`src/rtl/rob_param.sv`:
```
// Parametrised reorder buffer: in-order allocate, multi-port writeback, in-order
// single retire per cycle, bypassed operand lookup and single-cycle flush.
module rob_param #(
  parameter int ROB_W    = 4,
  parameter int WB_PORTS = 2,
  parameter int ADDR_W   = 32,
  parameter int DATA_W   = 32,
  parameter int REG_W    = 5
) (
  input  logic                         clk,
  input  logic                         rst,
  input  logic                         rdy,
  input  logic                         issue_valid,
  input  logic [ADDR_W-1:0]            issue_pc,
  input  logic [6:0]                   issue_opcode,
  input  logic [REG_W-1:0]             issue_rd,
  input  logic                         issue_pre_j,
  output logic [ROB_W-1:0]             issue_tag,
  output logic                         full,
  output logic                         empty,
  output logic [ROB_W:0]               count,
  output logic [ROB_W-1:0]             head_tag,
  input  logic [WB_PORTS-1:0]          wb_valid,
  input  logic [WB_PORTS*ROB_W-1:0]    wb_tag,
  input  logic [WB_PORTS*DATA_W-1:0]   wb_val,
  input  logic [WB_PORTS-1:0]          wb_j,
  input  logic [WB_PORTS*ADDR_W-1:0]   wb_pc,
  input  logic [ROB_W-1:0]             q1_tag,
  input  logic [ROB_W-1:0]             q2_tag,
  output logic                         q1_ready,
  output logic                         q2_ready,
  output logic [DATA_W-1:0]            q1_val,
  output logic [DATA_W-1:0]            q2_val,
  output logic                         commit_reg,
  output logic [REG_W-1:0]             commit_rd,
  output logic [DATA_W-1:0]            commit_val,
  output logic [ROB_W-1:0]             commit_tag,
  output logic                         commit_store,
  output logic                         commit_br,
  output logic                         commit_br_j,
  output logic [ADDR_W-1:0]            commit_br_pc,
  output logic                         rollback,
  output logic [ADDR_W-1:0]            rollback_pc
);
  localparam int DEPTH = 2**ROB_W;
  localparam logic [ROB_W:0] DEPTH_C = (ROB_W+1)'(DEPTH);
  localparam logic [6:0] OP_S    = 7'b0100011;
  localparam logic [6:0] OP_B    = 7'b1100011;
  localparam logic [6:0] OP_JALR = 7'b1100111;

  logic [DEPTH-1:0]  busy, ready, res_j, pre_j;
  logic [ADDR_W-1:0] pc     [DEPTH];
  logic [ADDR_W-1:0] res_pc [DEPTH];
  logic [DATA_W-1:0] val    [DEPTH];
  logic [6:0]        opcode [DEPTH];
  logic [REG_W-1:0]  rd     [DEPTH];
  logic [ROB_W-1:0]  head, tail;
  logic              issue_ok, commit_ok, head_flush;

  assign issue_tag = tail;
  assign head_tag  = head;
  assign full      = (count == DEPTH_C);
  assign empty     = (count == '0);
  assign issue_ok  = rdy && issue_valid && !full && !rollback;
  assign commit_ok = rdy && !empty && busy[head] && ready[head] && !rollback;

  always_comb begin
    head_flush = 1'b0;
    if (opcode[head] == OP_B)         head_flush = (res_j[head] != pre_j[head]);
    else if (opcode[head] == OP_JALR) head_flush = 1'b1;
  end

  // Ports are scanned highest-first so the lowest matching port is applied last.
  always_comb begin
    q1_ready = ready[q1_tag];
    q1_val   = val[q1_tag];
    q2_ready = ready[q2_tag];
    q2_val   = val[q2_tag];
    for (int unsigned i = 0; i < WB_PORTS; i++) begin
      if (wb_valid[WB_PORTS-1-i] && wb_tag[(WB_PORTS-1-i)*ROB_W +: ROB_W] == q1_tag) begin
        q1_ready = 1'b1;
        q1_val   = wb_val[(WB_PORTS-1-i)*DATA_W +: DATA_W];
      end
      if (wb_valid[WB_PORTS-1-i] && wb_tag[(WB_PORTS-1-i)*ROB_W +: ROB_W] == q2_tag) begin
        q2_ready = 1'b1;
        q2_val   = wb_val[(WB_PORTS-1-i)*DATA_W +: DATA_W];
      end
    end
  end

  always_ff @(posedge clk) begin
    if (rst) begin
      head <= '0; tail <= '0; count <= '0;
      busy <= '0; ready <= '0;
      val <= '{default: '0};
      commit_reg <= 1'b0; commit_rd <= '0; commit_val <= '0; commit_tag <= '0;
      commit_store <= 1'b0; commit_br <= 1'b0; commit_br_j <= 1'b0; commit_br_pc <= '0;
      rollback <= 1'b0; rollback_pc <= '0;
    end else if (rdy) begin
      commit_reg <= 1'b0; commit_store <= 1'b0; commit_br <= 1'b0; rollback <= 1'b0;
      if (!rollback) begin
        for (int unsigned i = 0; i < WB_PORTS; i++) begin
          if (wb_valid[WB_PORTS-1-i]) begin
            ready[wb_tag[(WB_PORTS-1-i)*ROB_W +: ROB_W]]  <= 1'b1;
            val[wb_tag[(WB_PORTS-1-i)*ROB_W +: ROB_W]]    <= wb_val[(WB_PORTS-1-i)*DATA_W +: DATA_W];
            res_j[wb_tag[(WB_PORTS-1-i)*ROB_W +: ROB_W]]  <= wb_j[WB_PORTS-1-i];
            res_pc[wb_tag[(WB_PORTS-1-i)*ROB_W +: ROB_W]] <= wb_pc[(WB_PORTS-1-i)*ADDR_W +: ADDR_W];
          end
        end
      end
      if (commit_ok) begin
        busy[head] <= 1'b0;
        head       <= head + 1'b1;
        commit_tag <= head;
        commit_rd  <= rd[head];
        commit_val <= val[head];
        if (opcode[head] == OP_S) begin
          commit_store <= 1'b1;
        end else if (opcode[head] == OP_B) begin
          commit_br    <= 1'b1;
          commit_br_j  <= res_j[head];
          commit_br_pc <= pc[head];
        end else begin
          commit_reg <= 1'b1;
        end
        if (head_flush) begin
          rollback    <= 1'b1;
          rollback_pc <= res_pc[head];
        end
      end
      // Issue follows writeback so a same-index allocation overrides stale results.
      if (issue_ok) begin
        busy[tail]   <= 1'b1;
        ready[tail]  <= (issue_opcode == OP_S);
        pc[tail]     <= issue_pc;
        opcode[tail] <= issue_opcode;
        rd[tail]     <= issue_rd;
        pre_j[tail]  <= issue_pre_j;
        tail         <= tail + 1'b1;
      end
      count <= count + (ROB_W+1)'(issue_ok) - (ROB_W+1)'(commit_ok);
      if (commit_ok && head_flush) begin
        head <= '0; tail <= '0; count <= '0;
        busy <= '0; ready <= '0;
      end
    end
  end
endmodule

```
`config.mk`:
```
export PLATFORM = sky130hd
export DESIGN_NAME = rob_param
export DESIGN_NICKNAME = d
export VERILOG_FILES = /design/src/rtl/rob_param.sv
export SDC_FILE = /design/constraint.sdc
export NUM_CORES = 2
export LEC_CHECK = 0
export ABC_CLOCK_PERIOD_IN_PS = 7000
export CAP_MARGIN = 20
export CORE_ASPECT_RATIO = 2
export CORE_MARGIN = 3
export CORE_UTILIZATION = 30
export DETAILED_ROUTE_END_ITERATION = 10
export MAX_ROUTING_LAYER = met4
export PLACE_DENSITY = 0.48
export SLEW_MARGIN = 20
export SYNTH_ARGS = -nofsm -noshare
export SYNTH_HDL_FRONTEND = slang
export SYNTH_SLANG_ARGS = --single-unit
```
`constraint.sdc`:
```
create_clock -name clk -period 7 [get_ports clk]
set_input_delay 1.4 -clock clk [delete_from_list [all_inputs] [get_ports clk]]
set_output_delay 1.4 -clock clk [all_outputs]
set_load 0.1 [all_outputs]
```
; After elaboration in Yosys (flattened, before gate mapping)
; Memory sizes are Yosys's and may differ from the RTL's. A register that Yosys moved wholly into a read port is not among the register bits.
; Index checks and enable logic that the tools add are counted.
[totals]
regBits = 630
ramBits = 1216
out_inout_bits = 191
mem_count = 4
[memory_table]
columns = memory, depth, width, rd, rd_ports_with_merged_regs, wr, line_no
row1 = pc, 16, 32, 1, 1, 1, 52  ; logic [ADDR_W-1:0] pc [DEPTH];
row2 = res_pc, 16, 32, 1, 1, 2, 53  ; logic [ADDR_W-1:0] res_pc [DEPTH];
row3 = opcode, 16, 7, 1, 1, 1, 55  ; logic [6:0] opcode [DEPTH];
row4 = rd, 16, 5, 1, 1, 1, 56  ; logic [REG_W-1:0] rd [DEPTH];
[classes]
add_sub_neg = 4
magnitude_cmp = 17
eq_ne = 10
n_mux = 105
n_bitwise = 13
reduce_logical = 32
[op_table]
columns = op, n
row1 = $mux W512, 5
row2 = $bwmux W512, 2
row3 = $bmux W32 S4, 3
row4 = $mux W32, 12
row5 = $mux W16, 20
row6 = $demux W32 S4, 2
row7 = $bwmux W16, 4
row8 = $or A16 B16 Y16, 3
row9 = $mux W1, 40
row10 = $lt A4 B5 Y1 const B, 6
row11 = $ge A5 B5 Y1 const B, 5
row12 = $not A4 Y5, 5
row13 = $bmux W1 S4, 6
row14 = $mux W4, 6
row15 = $logic_and A1 B1 Y1, 18
row16 = $and A16 B16 Y16, 1
row17 = $demux W1 S4, 4
row18 = $eq A4 B4 Y1, 4
row19 = $ge A4 B1 Y1 const B, 4
row20 = $not A16 Y16, 1
row21 = $eq A7 B6 Y1 const B, 2
row22 = $eq A7 B7 Y1 const B, 2
row23 = $lt A5 B1 Y1 const B, 2
row24 = $reduce_and A3 Y1, 3
row25 = other kinds (12), 21

; Logic depth before layout (Yosys ltp)
[depth]
word_depth = 17
depth_mapped = 20
ltp_nobuf = 18

; Worst setup path before layout
; OpenSTA, ideal clock, no wires.
[synth_path]
kind = input-to-output
from = in q1_tag[1]
to = out q1_val[17]
arrival_time_ns = 5.462
path_slack_ns = 0.138
cell_stages = 8
path_buffers = 3
path_cell_list = clkbuf_1 > buf_1 > xnor2_1 > nand2_1 > nor4_1 > buf_2 > mux2i_1 > o21ai_0
[synth_via]
elab_chain_cells = 6
elab_cells_between_ends = 10
[synth_lines]
columns = element, line_no
row1 = from (decl), 28  ; input logic [ROB_W-1:0] q1_tag,
row2 = $not A4 Y5 (implied by the code), 76  ; q1_val = val[q1_tag];
row3 = $bmux W32 S4, 76
row4 = $mux W32 (implied by the code) (2 in series), 76
row5 = $mux W32, 80  ; if (wb_valid[WB_PORTS-1-i] && wb_tag[(WB_PORTS-1-i)*ROB_W +: ROB_W] == q1_tag) begin
row6 = $mux W32 (*), 80
row7 = to (decl), 32  ; output logic [DATA_W-1:0] q1_val,
; Mark *: on every way between the ends. The rest lies on a longest branch, timed or not. The select of a mux whose other input is x is not followed.

; Worst setup path after layout
[layout_path]
from = in q2_tag[0]
to = out q2_val[7]
[layout_via]
elab_chain_cells = 6
elab_cells_between_ends = 10
[layout_lines]
columns = element, line_no
row1 = from (decl), 29  ; input logic [ROB_W-1:0] q2_tag,
row2 = $not A4 Y5 (implied by the code), 78  ; q2_val = val[q2_tag];
row3 = $bmux W32 S4, 78
row4 = $mux W32 (implied by the code) (2 in series), 78
row5 = $mux W32, 84  ; if (wb_valid[WB_PORTS-1-i] && wb_tag[(WB_PORTS-1-i)*ROB_W +: ROB_W] == q2_tag) begin
row6 = $mux W32 (*), 84
row7 = to (decl), 33  ; output logic [DATA_W-1:0] q2_val,
; Marks and branches as above.

==> impl_metrics.py <==
metrics = {
    "status": {
        "status": "finished, final reports clean",
    },
    "logic_synthesis": {
        "syn_nets": 6927,
        "yosysWarnings": 0,
        "ys_ff_latch": 1919,
        "syn_inst": 6715,
        "ys_seq_area_share_pct": 53.1,
        "ys.flop_type": "edfxtp_1",
        "synth_edf_count": 1248,
        "synthTopCellsByArea": "edfxtp_1 (39%), mux4_2 (20%), dfxtp_1 (14%)",
        "synth_top_area_share_pct": 39.1,
        "syn_avg_cell_area_um2": 14.3,
        "synthArstFlopShare_pct": 0,
        "synth_area_um2": 95900,
        "yosysTopAreaCell": "edfxtp_1",
        "synth_cell_types": 62,
    },
    "die": {
        "num_io_pins": 388,
        "core_um2": 318000,
        "rows": 293,
        "fp.dieH_um": 806,
        "dieArea_um2": 327000,
        "fp.dieW_um": 406,
        "start_util_pct": 30.1,
    },
    "cells_and_area": {
        "drive_above_1_share_pct": 30.4,
        "final_nets": 6962,
        "fill_cells": 30598,
        "multi_input_area_um2": 42500,
        "seqCellArea_um2": 50900,
        "final_common_cell": "edfxtp_1",
        "areaGrowthSynthToFinish_pct": 16.0,
        "layout_common_cells": "edfxtp_1 (1,248), mux4_2 (862), dfxtp_1 (667), nor2_1 (604), mux2i_1 (529)",
    },
    "clock_network": {
        "ctsHoldBuffers": 0,
        "cts_setup_buffers": 0,
        "clock_latency_ns": 0.90,
        "numClockSinks": 1919,
        "clk_pin_slew_ns": 0.06,
        "ctsRootBufferMaster": "clkbuf_16",
        "cts-buffers-inserted": 197,
        "clock_path_buffers": 4,
        "cts_tree": "built",
        "htreeDepth": 4,
        "ctsResizeCount": 0,
    },
    "global_route": {
        "grt_pass1_vias": 64994,
        "grt_use_total_pct": 22.3,
        "grt_max_degree": 206,
        "grt_pass1_wl_mm": 509,
        "grt-ovfl-total": 0,
        "antenna_found_initial": 46,
    },
    "timing": {
        "setup_viol": 0,
        "hold_viol_final": 0,
        "maxSlewHeadroom_pct": 18.9,
        "drv_slew": 0,
        "fmax_ghz": 0.181,
        "timing.hold.ws_ns": 0.479,
        "tightest_slew_ns": 1.22,
        "post-route-period-util_pct": 79.0,
        "min_period_ns": 5.53,
        "setup_tns_ns": 0,
        "clock_skew_ns": 0.0978,
        "rsz0062_at_grt": "no",
    },
    "critical_path": {
        "critPathKind": "in2out",
        "crit_top_cell": "mux4_2",
        "ff2ff_setup_slack_ns": 2.22,
        "critPathTopFamily": "buffers and inverters",
        "cp_slowest_cell": "buf_8",
        "cp_max_fo": 51,
        "cp_cell_sequence": "buf_8 > buf_4 > mux4_2 > mux4_2 > mux2i_1 > o21ai_0 > buf_12",
        "path_buf_inv": 3,
        "endpoint_kind": "output pin",
        "r2r-start": "head_tag[3]$_SDFFE_PP0P_",
        "arrival_ns": 4.13,
        "cp-start-kind": "primary input",
        "critPathMaxStageDelay_ns": 0.55,
        "cp.required_ns": 5.60,
        "r2r_cells": 9,
    },
    "min_path": {
        "hold_start": "rollback_pc[5]$_SDFFE_PP0P_",
        "whs_endpoint": "rollback_pc[5]$_SDFFE_PP0P_",
        "hp-class": "reg2reg",
        "holdPathStages": 2,
    },
    "power": {
        "p_seq_share_pct": 48.8,
        "internal_power_uw": 19000,
        "swShare_pct": 24.3,
        "p_leak_uw": 0.0341,
        "power.switching_uw": 6120,
        "powerDensity_nw_per_um2": 226,
        "finalPower_uw": 25200,
        "power_frac_comb_pct": 7.9,
        "clock_power_share_pct": 43.3,
        "vdd_drop_max_mv": 0.219,
    },
    "drt": {
        "firstDrtPassIters": 5,
        "drtIter0Drc": 5015,
        "wl_mm": 359,
        "wire_per_inst_um": 32.4,
        "routed_via_density": 5.66,
        "ant_nets": 0,
        "num_vias": 62731,
        "drcViolationCount": 0,
    },
    "run": {
        "maxCapViolations": 0,
    },
    "placed_design": {
        "port_buffers": 387,
        "gp_congestion": 0.850,
        "dp_hpwl_mm": 217,
    },
}
how the worst max path moves through the flow:
stage | startpoint | end | slack (ns) | cells after the start
6_report | q2_tag[0] | q2_val[7] | 1.47 | 7
5_1_grt | q2_tag[0] | q2_val[7] | 1.33 | 7
4_1_cts | q2_tag[0] | q2_val[7] | 1.43 | 7
3_5_place_dp | rdy | res_pc[8][11]$_DFFE_PP_ | 1.26 | 10
3_3_place_gp | rdy | res_pc[8][12]$_DFFE_PP_ | 1.26 | 10
2_1_floorplan | q1_tag[1] | q1_val[17] | 0.14 | 8
area by class of cell:
cell class	instances	area share [%]
clock buffers	277	5.06
clock inverters	79	0.750
flip-flops and latches	1919	45.8
inverters	25	0.0843
diodes	38	0.0854
repair buffers	601	5.46
multi-input cells	4006	38.2
well taps	4130	4.64
per-layer routing:
layer  GRT usage (%)  wire (um)
met5               -          0
met3            3.42      20400
met2            38.6     185000
met1            26.2     139000
met4            8.24      15100
through the flow:
| step | utilization, % | worst slack, ns | area [um2] | std cells |
|---|---|---|---|---|
| after global routing | 35.0 | 1.33 | 111000 | 11071 |
| final | 35.0 | 1.47 | 111000 | 11075 |
| after detailed placement | 32.9 | 1.26 | 105000 | 10679 |
| after CTS | 34.9 | 1.43 | 111000 | 11035 |
| after global placement | 32.9 | 1.26 | 105000 | 10676 |
| after floorplan | - | 0.138 | 95900 | 6715 |
worst reg2reg max path: stages (launching register included):
cell     delay, ns
dfxtp_4       0.76
buf_4         0.86
or2_2         0.24
o22a_1        0.14
nand4_1       0.47
nor3_4        0.40
nand4_4       0.68
nor2_4        0.30
buf_4         0.50
o32ai_1       0.25
synth_stat cells, types with 4 or more instances:
cell / number
a311oi_1: 81
o21ai_0: 176
buf_4: 14
xor2_1: 18
dfxtp_1: 671
buf_1: 132
nor3b_1: 5
and2_1: 7
a211oi_1: 419
and3b_1: 5
and3_1: 11
nand2_1: 294
clkbuf_1: 537
nand3_1: 102
nor2b_1: 9
a22oi_1: 10
inv_1: 24
nor3_1: 43
mux2_2: 515
nand4_1: 9
nor4_1: 7
mux4_2: 862
a21oi_1: 113
or3_1: 5
o22ai_1: 26
nand2b_1: 8
mux2i_1: 529
edfxtp_1: 1248
a2111oi_2: 11
a2111oi_0: 5
ha_1: 14
buf_2: 78
nand3b_1: 7
o211ai_1: 5
xnor2_1: 7
nor2_1: 662
a32oi_1: 4
logic make-up (layout without fill, tap and decap cells):
logic type | Yosys count | in the layout | synth area share, %
mux | 1906 | 1906 | 31.8
other cells | 0 | 38 | 0
buf+inv | 790 | 982 | 3.28
compound gates | 874 | 874 | 6.29
xor+xnor | 25 | 25 | 0.228
fa+ha+maj | 15 | 15 | 0.203
simple gates | 1186 | 1186 | 5.12
flops | 1919 | 1919 | 53.1
power groups by stage:
stage	Combinational [uW]	Sequential (uW)	Clock, uW
2_1_floorplan	1230	12500	0
3_3_place_gp	1980	12500	0
3_5_place_dp	2000	12500	0
4_1_cts	2010	12300	11200
5_1_grt	2120	12300	11500
6_report	2000	12300	10900
(Power assumes the default switching activity.)
